==> config.mk <==
export PLATFORM = sky130hd
export DESIGN_NAME = eth_vlg_tmr_mc_flat
export DESIGN_NICKNAME = d
export VERILOG_FILES = /design/src/rtl/eth_vlg_tmr_mc_if.sv /design/src/rtl/eth_vlg_tmr_mc.sv /design/src/flat_wrapper.sv
export SDC_FILE = /design/constraint.sdc
export NUM_CORES = 1
export LEC_CHECK = 0
export ABC_AREA = 1
export CELL_PAD_IN_SITES_DETAIL_PLACEMENT = 0
export CELL_PAD_IN_SITES_GLOBAL_PLACEMENT = 1
export CORE_MARGIN = 2
export CORE_UTILIZATION = 30
export DETAILED_ROUTE_END_ITERATION = 12
export HOLD_SLACK_MARGIN = 0.12
export PLACE_DENSITY = 0.84
export SYNTH_ARGS = -nofsm -noshare
export SYNTH_HDL_FRONTEND = slang
export SYNTH_SLANG_ARGS = --single-unit
export TNS_END_PERCENT = 50
==> constraint.sdc <==
create_clock -name clk -period 1.5 [get_ports clk]
set_clock_uncertainty 0.2 [all_clocks]
set_input_delay 0.225 -clock clk [delete_from_list [all_inputs] [get_ports clk]]
set_output_delay 0.225 -clock clk [all_outputs]
set_load 0.01 [all_outputs]
==> src/rtl/eth_vlg_tmr_mc_if.sv <==
// Control/status bundle for the multi-channel timer. Control strobes are
// sampled on every rising clk edge; the timer has no ready and accepts every strobe.
interface eth_vlg_tmr_mc_if #(
  parameter int CHANNELS = 4,
  parameter int W        = 16
);
  logic                         tick_en;
  logic [CHANNELS-1:0]          start;
  logic [CHANNELS-1:0]          stop;
  logic [CHANNELS-1:0]          periodic;
  logic [CHANNELS-1:0][W-1:0]   period;
  logic [CHANNELS-1:0]          flag_clr;
  logic [CHANNELS-1:0]          busy;
  logic [CHANNELS-1:0]          expire;
  logic [CHANNELS-1:0]          flag;
  logic [CHANNELS-1:0][W-1:0]   ctr;
  logic [CHANNELS-1:0]          dbg_state;

  modport master (
    output tick_en, start, stop, periodic, period, flag_clr,
    input  busy, expire, flag, ctr, dbg_state
  );

  modport slave (
    input  tick_en, start, stop, periodic, period, flag_clr,
    output busy, expire, flag, ctr, dbg_state
  );
endinterface

==> src/rtl/eth_vlg_tmr_mc.sv <==
// Multi-channel programmable down-counter timer sharing one prescaler.
// Each channel: IDLE/RUN FSM, one-shot or periodic, pulse and sticky expiry.
module eth_vlg_tmr_mc #(
  parameter int CHANNELS = 4,
  parameter int W        = 16,
  parameter int PRESCALE = 1
) (
  input  logic             clk,
  input  logic             rst_n,
  eth_vlg_tmr_mc_if.slave  bus
);
  localparam int            PW       = (PRESCALE > 1) ? $clog2(PRESCALE) : 1;
  localparam logic [PW-1:0] PRE_LAST = PW'(PRESCALE - 1);
  localparam logic [0:0]    ST_IDLE  = 1'b0;
  localparam logic [0:0]    ST_RUN   = 1'b1;

  logic [PW-1:0]              pre_q, pre_d;
  logic                       tick;
  logic [CHANNELS-1:0]        state_q, state_d;
  logic [CHANNELS-1:0]        mode_q, mode_d;
  logic [CHANNELS-1:0]        expire_q, expire_d;
  logic [CHANNELS-1:0]        flag_q, flag_d;
  logic [CHANNELS-1:0][W-1:0] ctr_q, ctr_d;

  // Free-running prescaler; never realigned by start.
  always_comb begin
    pre_d = pre_q;
    tick  = 1'b0;
    if (bus.tick_en) begin
      if (pre_q == PRE_LAST) begin
        tick  = 1'b1;
        pre_d = '0;
      end else begin
        pre_d = pre_q + 1'b1;
      end
    end
  end

  always_comb begin
    state_d  = state_q;
    mode_d   = mode_q;
    ctr_d    = ctr_q;
    expire_d = '0;
    flag_d   = flag_q & ~bus.flag_clr;
    for (int i = 0; i < CHANNELS; i++) begin
      if (bus.stop[i]) begin
        state_d[i] = ST_IDLE;
        ctr_d[i]   = '0;
      end else if (bus.start[i]) begin
        // A zero period expires immediately without ever entering RUN.
        if (bus.period[i] == '0) begin
          state_d[i]  = ST_IDLE;
          ctr_d[i]    = '0;
          expire_d[i] = 1'b1;
        end else begin
          state_d[i] = ST_RUN;
          ctr_d[i]   = bus.period[i];
          mode_d[i]  = bus.periodic[i];
        end
      end else if (state_q[i] == ST_RUN && tick) begin
        if (ctr_q[i] != W'(1)) begin
          ctr_d[i] = ctr_q[i] - W'(1);
        end else begin
          expire_d[i] = 1'b1;
          if (mode_q[i] && bus.period[i] != '0) begin
            ctr_d[i]  = bus.period[i];
            mode_d[i] = bus.periodic[i];
          end else begin
            state_d[i] = ST_IDLE;
            ctr_d[i]   = '0;
          end
        end
      end
    end
    // Expiry outranks a coincident clear.
    flag_d = flag_d | expire_d;
  end

  always_ff @(posedge clk) begin
    if (!rst_n) begin
      pre_q    <= '0;
      state_q  <= {CHANNELS{ST_IDLE}};
      mode_q   <= '0;
      expire_q <= '0;
      flag_q   <= '0;
      ctr_q    <= '0;
    end else begin
      pre_q    <= pre_d;
      state_q  <= state_d;
      mode_q   <= mode_d;
      expire_q <= expire_d;
      flag_q   <= flag_d;
      ctr_q    <= ctr_d;
    end
  end

  // RUN is encoded as 1, so the state vector is busy directly.
  assign bus.busy      = state_q;
  assign bus.dbg_state = state_q;
  assign bus.expire    = expire_q;
  assign bus.flag      = flag_q;
  assign bus.ctr       = ctr_q;
endmodule

==> src/flat_wrapper.sv <==
// flat-port wrapper written by rule: the top's interface ports become plain ports
module eth_vlg_tmr_mc_flat 
#(
  parameter int CHANNELS = 4,
  parameter int W        = 16,
  parameter int PRESCALE = 1
)
  (clk, rst_n, bus_tick_en, bus_start, bus_stop, bus_periodic, bus_period, bus_flag_clr, bus_busy, bus_expire, bus_flag, bus_ctr, bus_dbg_state);
  eth_vlg_tmr_mc_if #(.CHANNELS(CHANNELS), .W(W)) bus_i ();
  input  logic clk;
  input  logic rst_n;
  input wire logic [$bits(bus_i.tick_en)-1:0] bus_tick_en;
  input wire logic [$bits(bus_i.start)-1:0] bus_start;
  input wire logic [$bits(bus_i.stop)-1:0] bus_stop;
  input wire logic [$bits(bus_i.periodic)-1:0] bus_periodic;
  input wire logic [$bits(bus_i.period)-1:0] bus_period;
  input wire logic [$bits(bus_i.flag_clr)-1:0] bus_flag_clr;
  output wire logic [$bits(bus_i.busy)-1:0] bus_busy;
  output wire logic [$bits(bus_i.expire)-1:0] bus_expire;
  output wire logic [$bits(bus_i.flag)-1:0] bus_flag;
  output wire logic [$bits(bus_i.ctr)-1:0] bus_ctr;
  output wire logic [$bits(bus_i.dbg_state)-1:0] bus_dbg_state;
  assign bus_i.tick_en = bus_tick_en;
  assign bus_i.start = bus_start;
  assign bus_i.stop = bus_stop;
  assign bus_i.periodic = bus_periodic;
  assign bus_i.period = bus_period;
  assign bus_i.flag_clr = bus_flag_clr;
  assign bus_busy = bus_i.busy;
  assign bus_expire = bus_i.expire;
  assign bus_flag = bus_i.flag;
  assign bus_ctr = bus_i.ctr;
  assign bus_dbg_state = bus_i.dbg_state;
  eth_vlg_tmr_mc #(.CHANNELS(CHANNELS), .W(W), .PRESCALE(PRESCALE)) u_core (.clk(clk), .rst_n(rst_n), .bus(bus_i));
endmodule
Yosys cells after proc, flatten, opt, wreduce, memory -nomap -nowiden
Index checks and enable logic that the tools add are counted.
- add/sub/neg operators: 5
- $mul: 0
- div/mod/pow operators: 0
- $lt $le $gt $ge: 0
- equality and inequality tests: 16
- shifts and indexed selects: 0
- multiplexer cells: 83
- bitwise logic cells: 8
- reductions and logical operators: 36
- operators by type and width (kind ; count):
    2-to-1 mux 16 bit ; 20
    zero test 16 bit ; 4
    != test 16 x 1 -> 1 bit, second input constant ; 4
    nonzero test 16 bit ; 4
    subtractor 16 x 1 -> 16 bit, second input constant ; 4
    2-to-1 mux 1 bit ; 63
    != test 2 bit, second input constant ; 12
    AND reduction 5 bit ; 4
    nonzero test 2 bit ; 8
    AND reduction 3 bit ; 4
    logical AND 1 bit ; 8
    OR reduction 2 bit ; 4
    inverter 1 bit ; 5
    bitwise AND 4 bit ; 1
    inverter 4 bit ; 1
    bitwise OR 4 bit ; 1
    adder 1 bit, second input constant ; 1
- register bits after elaboration: 81
- latch bits: 0
- memory bits (writable): 0
- ROM bits: 0
- bits of input ports: 83
- output and inout port bits: 80
- word-level logic and storage cells: 163
- memories: 0

Longest topological paths before layout
Gate-level depths: netlist of run 1.
- depth in word-level cells: 7
- mapped depth: 12
- gate-level depth less buffers: 12

Worst setup path before layout of run 1
Ideal clock, no wire load.
- path type: register to register
- start point: register u_core.ctr_q, in the netlist u_core.bus.ctr[48]
- end point: register u_core.ctr_q, in the netlist u_core.bus.ctr[59]
- setup time: 73 ps
- arrival: 1408 ps
- data required time: 1227 ps
- setup slack: -181 ps
- cell stages (with the launch flop): 11
- buffers on the path: 1
- period minus slack after synthesis: 1681 ps
- path through: dfxtp_1 ha_1 nand2_2 nor2_4 nand3_4 nand2_4 buf_6 nand3_1 nand2_1 nand2_1 a21oi_1
- longest elaborated chain between the ends: 4
- elaborated cells on any way between the ends: 5
- classes of those cells: add/sub (1); eq/ne (1); mux (3)
- RTL lines (what ; line ; RTL):
    start, declared ; eth_vlg_tmr_mc.sv:23 ; logic [CHANNELS-1:0][W-1:0] ctr_q, ctr_d;
    start signal, assigned ; eth_vlg_tmr_mc.sv:93 ; ctr_q <= ctr_d;
    subtractor 16 x 1 -> 16 bit / != test 16 x 1 -> 1 bit (equally long branches) ; eth_vlg_tmr_mc.sv:62, eth_vlg_tmr_mc.sv:61 ;
    2-to-1 mux 16 bit * ; eth_vlg_tmr_mc.sv:61 ; if (ctr_q[i] != W'(1)) begin
    2-to-1 mux 16 bit * ; eth_vlg_tmr_mc.sv:60 ; end else if (state_q[i] == ST_RUN && tick) begin
    2-to-1 mux 16 bit * ; eth_vlg_tmr_mc.sv:49 ; end else if (bus.start[i]) begin
Mark *: on every way between the ends. The rest lies on a longest branch, timed or not. The select of a mux whose other input is x is not followed.
A chain may end at the register's enable or synchronous reset.

Final worst setup path of run 1
- start point: register u_core.ctr_q, in the netlist u_core.bus.ctr[33]
- end point: register u_core.ctr_q, in the netlist u_core.bus.ctr[32]
- longest elaborated chain between the ends: 4
- RTL lines (what ; line):
    != test 16 x 1 -> 1 bit ; eth_vlg_tmr_mc.sv:61
    2-to-1 mux 16 bit ; eth_vlg_tmr_mc.sv:61
    2-to-1 mux 16 bit ; eth_vlg_tmr_mc.sv:60
    2-to-1 mux 16 bit ; eth_vlg_tmr_mc.sv:49
No other way between the ends. The select of a mux whose other input is x is not followed.

==> impl_metrics.tcl, run 1 <==
set metrics [dict create \
    status "finished with violations" \
    violations "negative setup slack" \
    synth_warnings 0 \
    core-area_sq_um 20200 \
    maxCapViolCount 0 \
    relSlewSlack_pct 77.2 \
    cts_root_buf "clkbuf_16" \
    place_congestion 0.856 \
    crit_slowest_cell "dfxtp_2" \
    nets 1602 \
    cp_max_fo 5 \
    synth_edf_count 0 \
    die_area_sq_um 21600 \
    antenna_found_initial 0 \
    arrival_ps 1830 \
    synthFlopType "dfxtp_1" \
    clk_pin_slew_ps 70 \
    drv_slew 0 \
    finalHoldViolCount 0 \
    cts-buffers-inserted 9 \
    diodes 0 \
    setup_viol 82 \
    drive_gt1_share_pct 42.9 \
    ys_seq_elements 80 \
    dp_hpwl_microns 17800 \
    powerDensity_nw_per_um2 716 \
    place_inst 1751 \
    vdd_drop_max_uv 476 \
    grt_pass1_vias 7836 \
    synth_cells 1063 \
    worst_slack_ps -265 \
    syn_nets 1154 \
    wire_per_inst_microns 13.4 \
    syn_area_sq_um 6130 \
    synth_area_per_cell_sq_um 5.77 \
    route.detailed.drc 0 \
    port_buffers 162 \
    placed_area_sq_um 10300 \
    die_w_microns 147 \
    power_leakage_nw 5.80 \
    globalRouteTotalUtil_pct 21.3 \
    num_vias 8350 \
    io_pins 163 \
    cp.required_ps 1570 \
    core.rowCount 52 \
    period_needed_ps 1770 \
    crit_chain "inv_2 -> ha_4 -> buf_4 -> inv_2 -> nor2_4 -> nand3_2 -> nand2_2 -> buf_6 -> nand3_1 -> nand2_1 -> nand2_1 -> a21oi_1" \
    fin_crit_sh_pct 118 \
    gr-total-overflow 0 \
    cts_num_sinks 80 \
    stdcell_count 1786 \
    cts_tree "built" \
    drt-pass1-iter-count 5 \
    critPathCaptureType "flop" \
    worst_pin_slew_ps 340 \
    insertion_delay_ps 350 \
    seq_area_frac_synth_pct 26.1 \
    path_class "reg2reg" \
    grt_max_degree 21 \
    slowest_delay_ps 330 \
    synth_cell_types 37 \
    vias_per_cell 4.68 \
    rsz0062_at_grt "true" \
    drtIter0Drc 323 \
    worst_hold_slack_ps 105 \
    drt-total-wl_microns 24000 \
    fmax_ghz 0.567 \
    cts_buffer_depth 2 \
    area_delta_synth_final_pct 88.7 \
    cts_max_level 3 \
    dieHeight_microns 147 \
    async_flop_share_pct 0 \
    worstHoldPathType "in2reg" \
    cp-start-kind "flop" \
    final_cell_area_sq_um 11600 \
    detail-route-antenna-nets 0 \
    start_util_pct 30.4 \
    grt_pass1_wl_microns 37600 \
]
power by group:
| part | switching (mW) | total [mW] | internal, mW |
|---|---|---|---|
| Clock | 0.996 | 2.44 | 1.44 |
| Sequential | 0.117 | 2.34 | 2.22 |
| Combinational | 1.79 | 3.51 | 1.72 |
logic make-up (layout without fill, tap and decap cells):
group	Yosys count	count (layout)	share of synthesized area [%]
and+or+nand+nor	651	652	46.3
AOI/OAI and AO/OA	163	163	14.0
buffers and inverters	147	599	9.88
DFF	80	80	26.1
xor gates and xnor gates	14	14	2.00
adders and majority gates	8	8	1.63
what timing repair did:
item / CTS / global route
endpoints found under the setup margin: 160 / 130
hold buffers: 0 / 2
gates resized for setup: 314 / 223
setup buffers: 6 / 11
cloned: 0 / 1
pin swaps: 21 / 89
endpoints found under the hold margin: 0 / 2
placed cells by master, fill, tap and decap left out, types with 5 or more instances in the layout:
| cell | Yosys | layout |
|---|---|---|
| a21oi_1 | 62 | 36 |
| a21oi_2 | 5 | 31 |
| buf_2 | 7 | 16 |
| buf_4 | 4 | 263 |
| buf_6 | 4 | 36 |
| clkbuf_16 | 0 | 10 |
| clkbuf_2 | 0 | 23 |
| clkdlybuf4s15_1 | 0 | 7 |
| clkdlybuf4s15_2 | 0 | 10 |
| clkdlybuf4s50_1 | 0 | 65 |
| dfxtp_1 | 80 | 21 |
| dfxtp_2 | 0 | 34 |
| dfxtp_4 | 0 | 25 |
| dlygate4sd2_1 | 0 | 17 |
| dlymetal6s2s_1 | 0 | 16 |
| ha_4 | 0 | 8 |
| inv_1 | 107 | 89 |
| inv_2 | 12 | 24 |
| inv_4 | 0 | 6 |
| nand2_1 | 318 | 286 |
| nand2_2 | 10 | 27 |
| nand2_4 | 1 | 12 |
| nand2_8 | 0 | 5 |
| nand3_1 | 79 | 55 |
| nand3_2 | 3 | 22 |
| nand3_4 | 1 | 6 |
| nand3b_1 | 12 | 12 |
| nand4_1 | 26 | 26 |
| nor2_1 | 159 | 125 |
| nor2_2 | 24 | 31 |
| nor2_4 | 5 | 32 |
| o21ai_0 | 81 | 62 |
| o21ai_1 | 5 | 16 |
| o21ai_2 | 1 | 6 |
| xor2_1 | 11 | 11 |
synth_stat cells, types with 5 or more instances:
library cell | instances | area share, %
buf_2 | 7 | 0.57
xor2_1 | 11 | 1.6
dfxtp_1 | 80 | 26
nor3_1 | 9 | 0.73
nand3b_1 | 12 | 1.5
nand2_1 | 318 | 19
inv_2 | 12 | 0.73
nand3_1 | 79 | 6.5
clkbuf_1 | 8 | 0.49
nor2_4 | 5 | 0.92
a21oi_2 | 5 | 0.71
ha_1 | 8 | 1.6
inv_1 | 107 | 6.6
o21ai_1 | 5 | 0.41
a21oi_1 | 62 | 5.1
nor2_2 | 24 | 2.4
nor2_1 | 159 | 9.7
nand4_1 | 26 | 2.7
nand2_2 | 10 | 1.0
o21ai_0 | 81 | 6.6
worst max-delay path, delay by kind of cell, from the launching register on:
family / cells / cell delay [ps]
adders and majority gates: 1 / 160
and+or+nand+nor: 6 / 520
buffers and inverters: 4 / 350
AOI/OAI and AO/OA: 1 / 130
DFF: 1 / 330
layer usage:
layer	track usage (%)	part of all wire [%]	routed length [microns]
met1	26.7	44	10500
met2	38.2	51	12200
met3	2.80	4.1	983
met4	5.87	1.1	272
met5	0	0	0
metrics by stage:
stage / worst slack, ps / TNS, ps / util, % / total power, mW
after floorplan: -62.0 / -1480 / - / 3.93
after global placement: -673 / -38420 / 50.8 / 5.44
after detailed placement: -694 / -39480 / 50.8 / 5.46
after CTS: -234 / -10870 / 54.6 / 8.08
after global routing: -358 / -19920 / 57.3 / 8.80
final: -265 / -11800 / 57.3 / 8.28
sequential cells by signal (all words and copies together), names as in the netlist:
signal / cells
u_core.bus.ctr: 64
u_core.bus.expire: 4
u_core.mode_q: 4
u_core.bus.flag: 4
u_core.bus.busy: 4
layout make-up:
cell class,instances,area [sq um]
clock buffer,12,268
timing repair buffer,460,3870
inverter,123,482
clock inverter,4,50.0
fill,1916,8600
tap,270,338
multi-input combinational,837,4820
sequential,80,1740
worst paths after layout:
path	from	end	slack (ps)	cells after the start
min	bus_period[60]	u_core.bus.ctr[60]$_SDFFE_PP0P_	110	6
min reg2reg	u_core.bus.flag[1]$_SDFF_PN0_	u_core.bus.flag[1]$_SDFF_PN0_	270	2
max	u_core.bus.ctr[33]$_SDFFE_PP0P_	u_core.bus.ctr[32]$_SDFFE_PP0P_	-270	12
max reg2reg	u_core.bus.ctr[33]$_SDFFE_PP0P_	u_core.bus.ctr[32]$_SDFFE_PP0P_	-270	12
Note: power is estimated with default switching activity, not from simulation.
==> run 2: changes to the inputs <==
--- a/config.mk
+++ b/config.mk
@@ -6,5 +6,4 @@
 export NUM_CORES = 1
 export LEC_CHECK = 0
-export ABC_AREA = 1
 export CELL_PAD_IN_SITES_DETAIL_PLACEMENT = 0
 export CELL_PAD_IN_SITES_GLOBAL_PLACEMENT = 1
@@ -13,5 +12,5 @@
 export DETAILED_ROUTE_END_ITERATION = 12
 export HOLD_SLACK_MARGIN = 0.12
-export PLACE_DENSITY = 0.84
+export PLACE_DENSITY = 0.82
 export SYNTH_ARGS = -nofsm -noshare
 export SYNTH_HDL_FRONTEND = slang
==> constraint.sdc (replaced) <==
create_clock -name clk -period 1.5 [get_ports clk]
set_clock_uncertainty 0.2 [all_clocks]
set_input_delay 0.375 -clock clk [delete_from_list [all_inputs] [get_ports clk]]
set_output_delay 0.375 -clock clk [all_outputs]
set_load 0.01 [all_outputs]
==> run 2 against run 1 <==
Effect of this change: the flow still finishes with violations (negative setup slack); first-iteration DRC count increased by 66%; utilization rose by 7.4 points; cell count fell by 24%; flip-flop and latch count is the same; hold slack gained 44 ps; final area fell by 3.9%; largest cell class is now non-clock buffers; largest power group unchanged.
==> impl_metrics.tcl, run 2 <==
set metrics [dict create \
    status "finished with violations" \
    largest_register_ffs 64 \
    fill_cells 1394 \
    cts_max_level 3 \
    fmax_ghz 0.389 \
    layout_common_cells "223 x buf_4, 166 x buf_6, 58 x dfxtp_2" \
    worstHoldPathType "in2reg" \
    die_area_sq_um 18500 \
    regToRegEndpoint "u_core.bus.ctr[54]$_SDFFE_PP0P_" \
    core-area_sq_um 17200 \
    synth_cell_types 76 \
    synth_cells 661 \
    place_congestion 0.911 \
    violations "negative setup slack" \
    cp_max_fo 5 \
    gr-total-overflow 0 \
    holdPathEnd "u_core.bus.ctr[4]$_SDFFE_PP0P_" \
    num_vias 7583 \
    syn_nets 752 \
    cp-start-kind "flop" \
    drtIter0Drc 536 \
    p_total_mw 8.08 \
    worst_pin_slew_ps 923 \
    cts-buffers-inserted 9 \
    cp.required_ps 1580 \
    drive_gt1_share_pct 56.8 \
    fin_crit_sh_pct 171 \
    drt-pass1-iter-count 5 \
    grt_pass1_wl_microns 37700 \
    powerDensity_nw_per_um2 727 \
    grt_max_degree 14 \
    finalSetupTns_ps -57300 \
    arrival_ps 2650 \
    nets 1215 \
    io_pins 163 \
    globalRouteTotalUtil_pct 25.5 \
    wire_per_inst_microns 18.1 \
    path_class "reg2reg" \
    yosysMostFrequentCell "dfxtp_1" \
    vdd_drop_max_uv 505 \
    async_flop_share_pct 0 \
    seq_area_frac_synth_pct 30.6 \
    critPathCaptureType "flop" \
    final_util_pct 64.7 \
    insertion_delay_ps 340 \
    setup_viol 93 \
    cts_num_sinks 80 \
    die_w_microns 136 \
    grt_pass1_vias 7419 \
    worstHoldStart "bus_period[4]" \
    detail-route-antenna-nets 0 \
    synth_edf_count 0 \
    final_common_cell "buf_4" \
    port_buffers 162 \
    rsz0062_at_grt "true" \
    start_util_pct 30.5 \
    dieHeight_microns 136 \
    period_needed_ps 2570 \
    relSlewSlack_pct 38.5 \
    dp_hpwl_microns 16900 \
    core.rowCount 48 \
    reg2reg_from "u_core.bus.ctr[53]$_SDFFE_PP0P_" \
    finalHoldViolCount 0 \
    synth_area_leader_cell "dfxtp_1" \
    yosysTopAreaCellShare_pct 30.6 \
    power_leakage_nw 4.93 \
    drv_slew 0 \
    synthFlopType "dfxtp_1" \
    maxCapViolCount 0 \
    min_path_cells 3 \
    reg2regPathDepth 5 \
    worst_slack_ps -1070 \
    synth_area_per_cell_sq_um 7.92 \
    route.detailed.drc 0 \
    syn_area_sq_um 5230 \
    synth_warnings 0 \
    cts_root_buf "clkbuf_16" \
    cts_tree "built" \
    clk_pin_slew_ps 70 \
    drt-total-wl_microns 24500 \
    place_inst 1289 \
    stdcell_count 1355 \
    antenna_found_initial 1 \
    ys_seq_elements 80 \
    regToRegSetupSlack_ps -1070 \
    cts_buffer_depth 2 \
    vias_per_cell 5.60 \
    area_delta_synth_final_pct 112 \
    yosys-top-cells-area "dfxtp_1 31%, o21ai_0 4.0%, a21oi_1 3.9%" \
    synth_common_cells "80 x dfxtp_1, 50 x nor2_1, 49 x nand2_1, 42 x o21ai_0, 41 x a21oi_1" \
]
## run 2: cell count changes after synthesis, sizes merged, moves of 13 or more
cell    change
nand2     -280
nor2      -137
inv       -101
nand3      -62
o21ai      -45
nor4       +35
a21oi      -26
nor3       +21
clkbuf     +19
or4        +15
a31oi      +14
a221oi     +13
## run 2: per-stage QoR
step | cell area, sq um | hold slack [ps] | worst slack, ps
after floorplan | 5450 | 238 | -928
after global placement | 9290 | 247 | -1280
after detailed placement | 9290 | 254 | -1290
after CTS | 10600 | 156 | -1010
after global routing | 11100 | 169 | -1100
final | 11100 | 149 | -1070
## run 2: how the worst max path moves through the flow
stage	from	end	depth (start not counted)
2_1_floorplan	u_core.bus.ctr[53]$_SDFFE_PP0P_	u_core.bus.ctr[51]$_SDFFE_PP0P_	6
3_3_place_gp	bus_period[7]	u_core.bus.ctr[11]$_SDFFE_PP0P_	6
3_5_place_dp	bus_period[7]	u_core.bus.ctr[12]$_SDFFE_PP0P_	6
4_1_cts	u_core.bus.ctr[49]$_SDFFE_PP0P_	u_core.bus.ctr[54]$_SDFFE_PP0P_	7
5_1_grt	u_core.bus.ctr[53]$_SDFFE_PP0P_	u_core.bus.ctr[54]$_SDFFE_PP0P_	5
6_report	u_core.bus.ctr[53]$_SDFFE_PP0P_	u_core.bus.ctr[54]$_SDFFE_PP0P_	5
## run 2: layout make-up
class,count,area (sq um),area share [%]
clock inverters,2,35.0,0.315
inverters,18,70.1,0.631
flip-flops and latches,80,1700,15.3
repair buffers,493,4550,40.9
clock buffers,14,285,2.57
well taps,225,282,2.53
multi-input cells,522,4190,37.7
diodes,1,2.50,0.0225
## run 2: logic make-up after synthesis
logic type,count (synthesis),share of synthesized area (%)
and+or+nand+nor,282,30.4
AOI/OAI and AO/OA,214,28.9
DFF,80,30.6
buffers and inverters,60,5.09
xor gates and xnor gates,10,1.67
adders and majority gates,8,1.91
muxes,7,1.43
## run 2: power by group
part | switching, mW | internal [mW] | total [mW]
clock network | 0.957 | 1.48 | 2.44
registers | 0.0855 | 2.24 | 2.32
logic | 1.53 | 1.78 | 3.31
## run 2: metal layers
metal  wire length (microns)  GRT usage [%]  up-vias
met1                   10200           32.3     3638
met5                       0              0        -
met2                   12100           43.8      343
met4                     709           9.09        0
met3                    1500           3.65       67
li1                        -              -     3535
## run 2: critical path: stages, from the launching register on
cell and delay, ps:
dfxtp_4 340, or4_4 550, or4_4 580, o31ai_4 340, and3_4 320, a22o_1 160
## run 2: repair_timing
item                                    in CTS  in global routing
hold buffers                                 0                  1
hold endpoints to repair                     0                  1
buffers inserted                            30                 20
resized for setup                          588                128
gates cloned                                 4                  0
endpoints found under the setup margin     160                141
pin swaps                                  102                 58
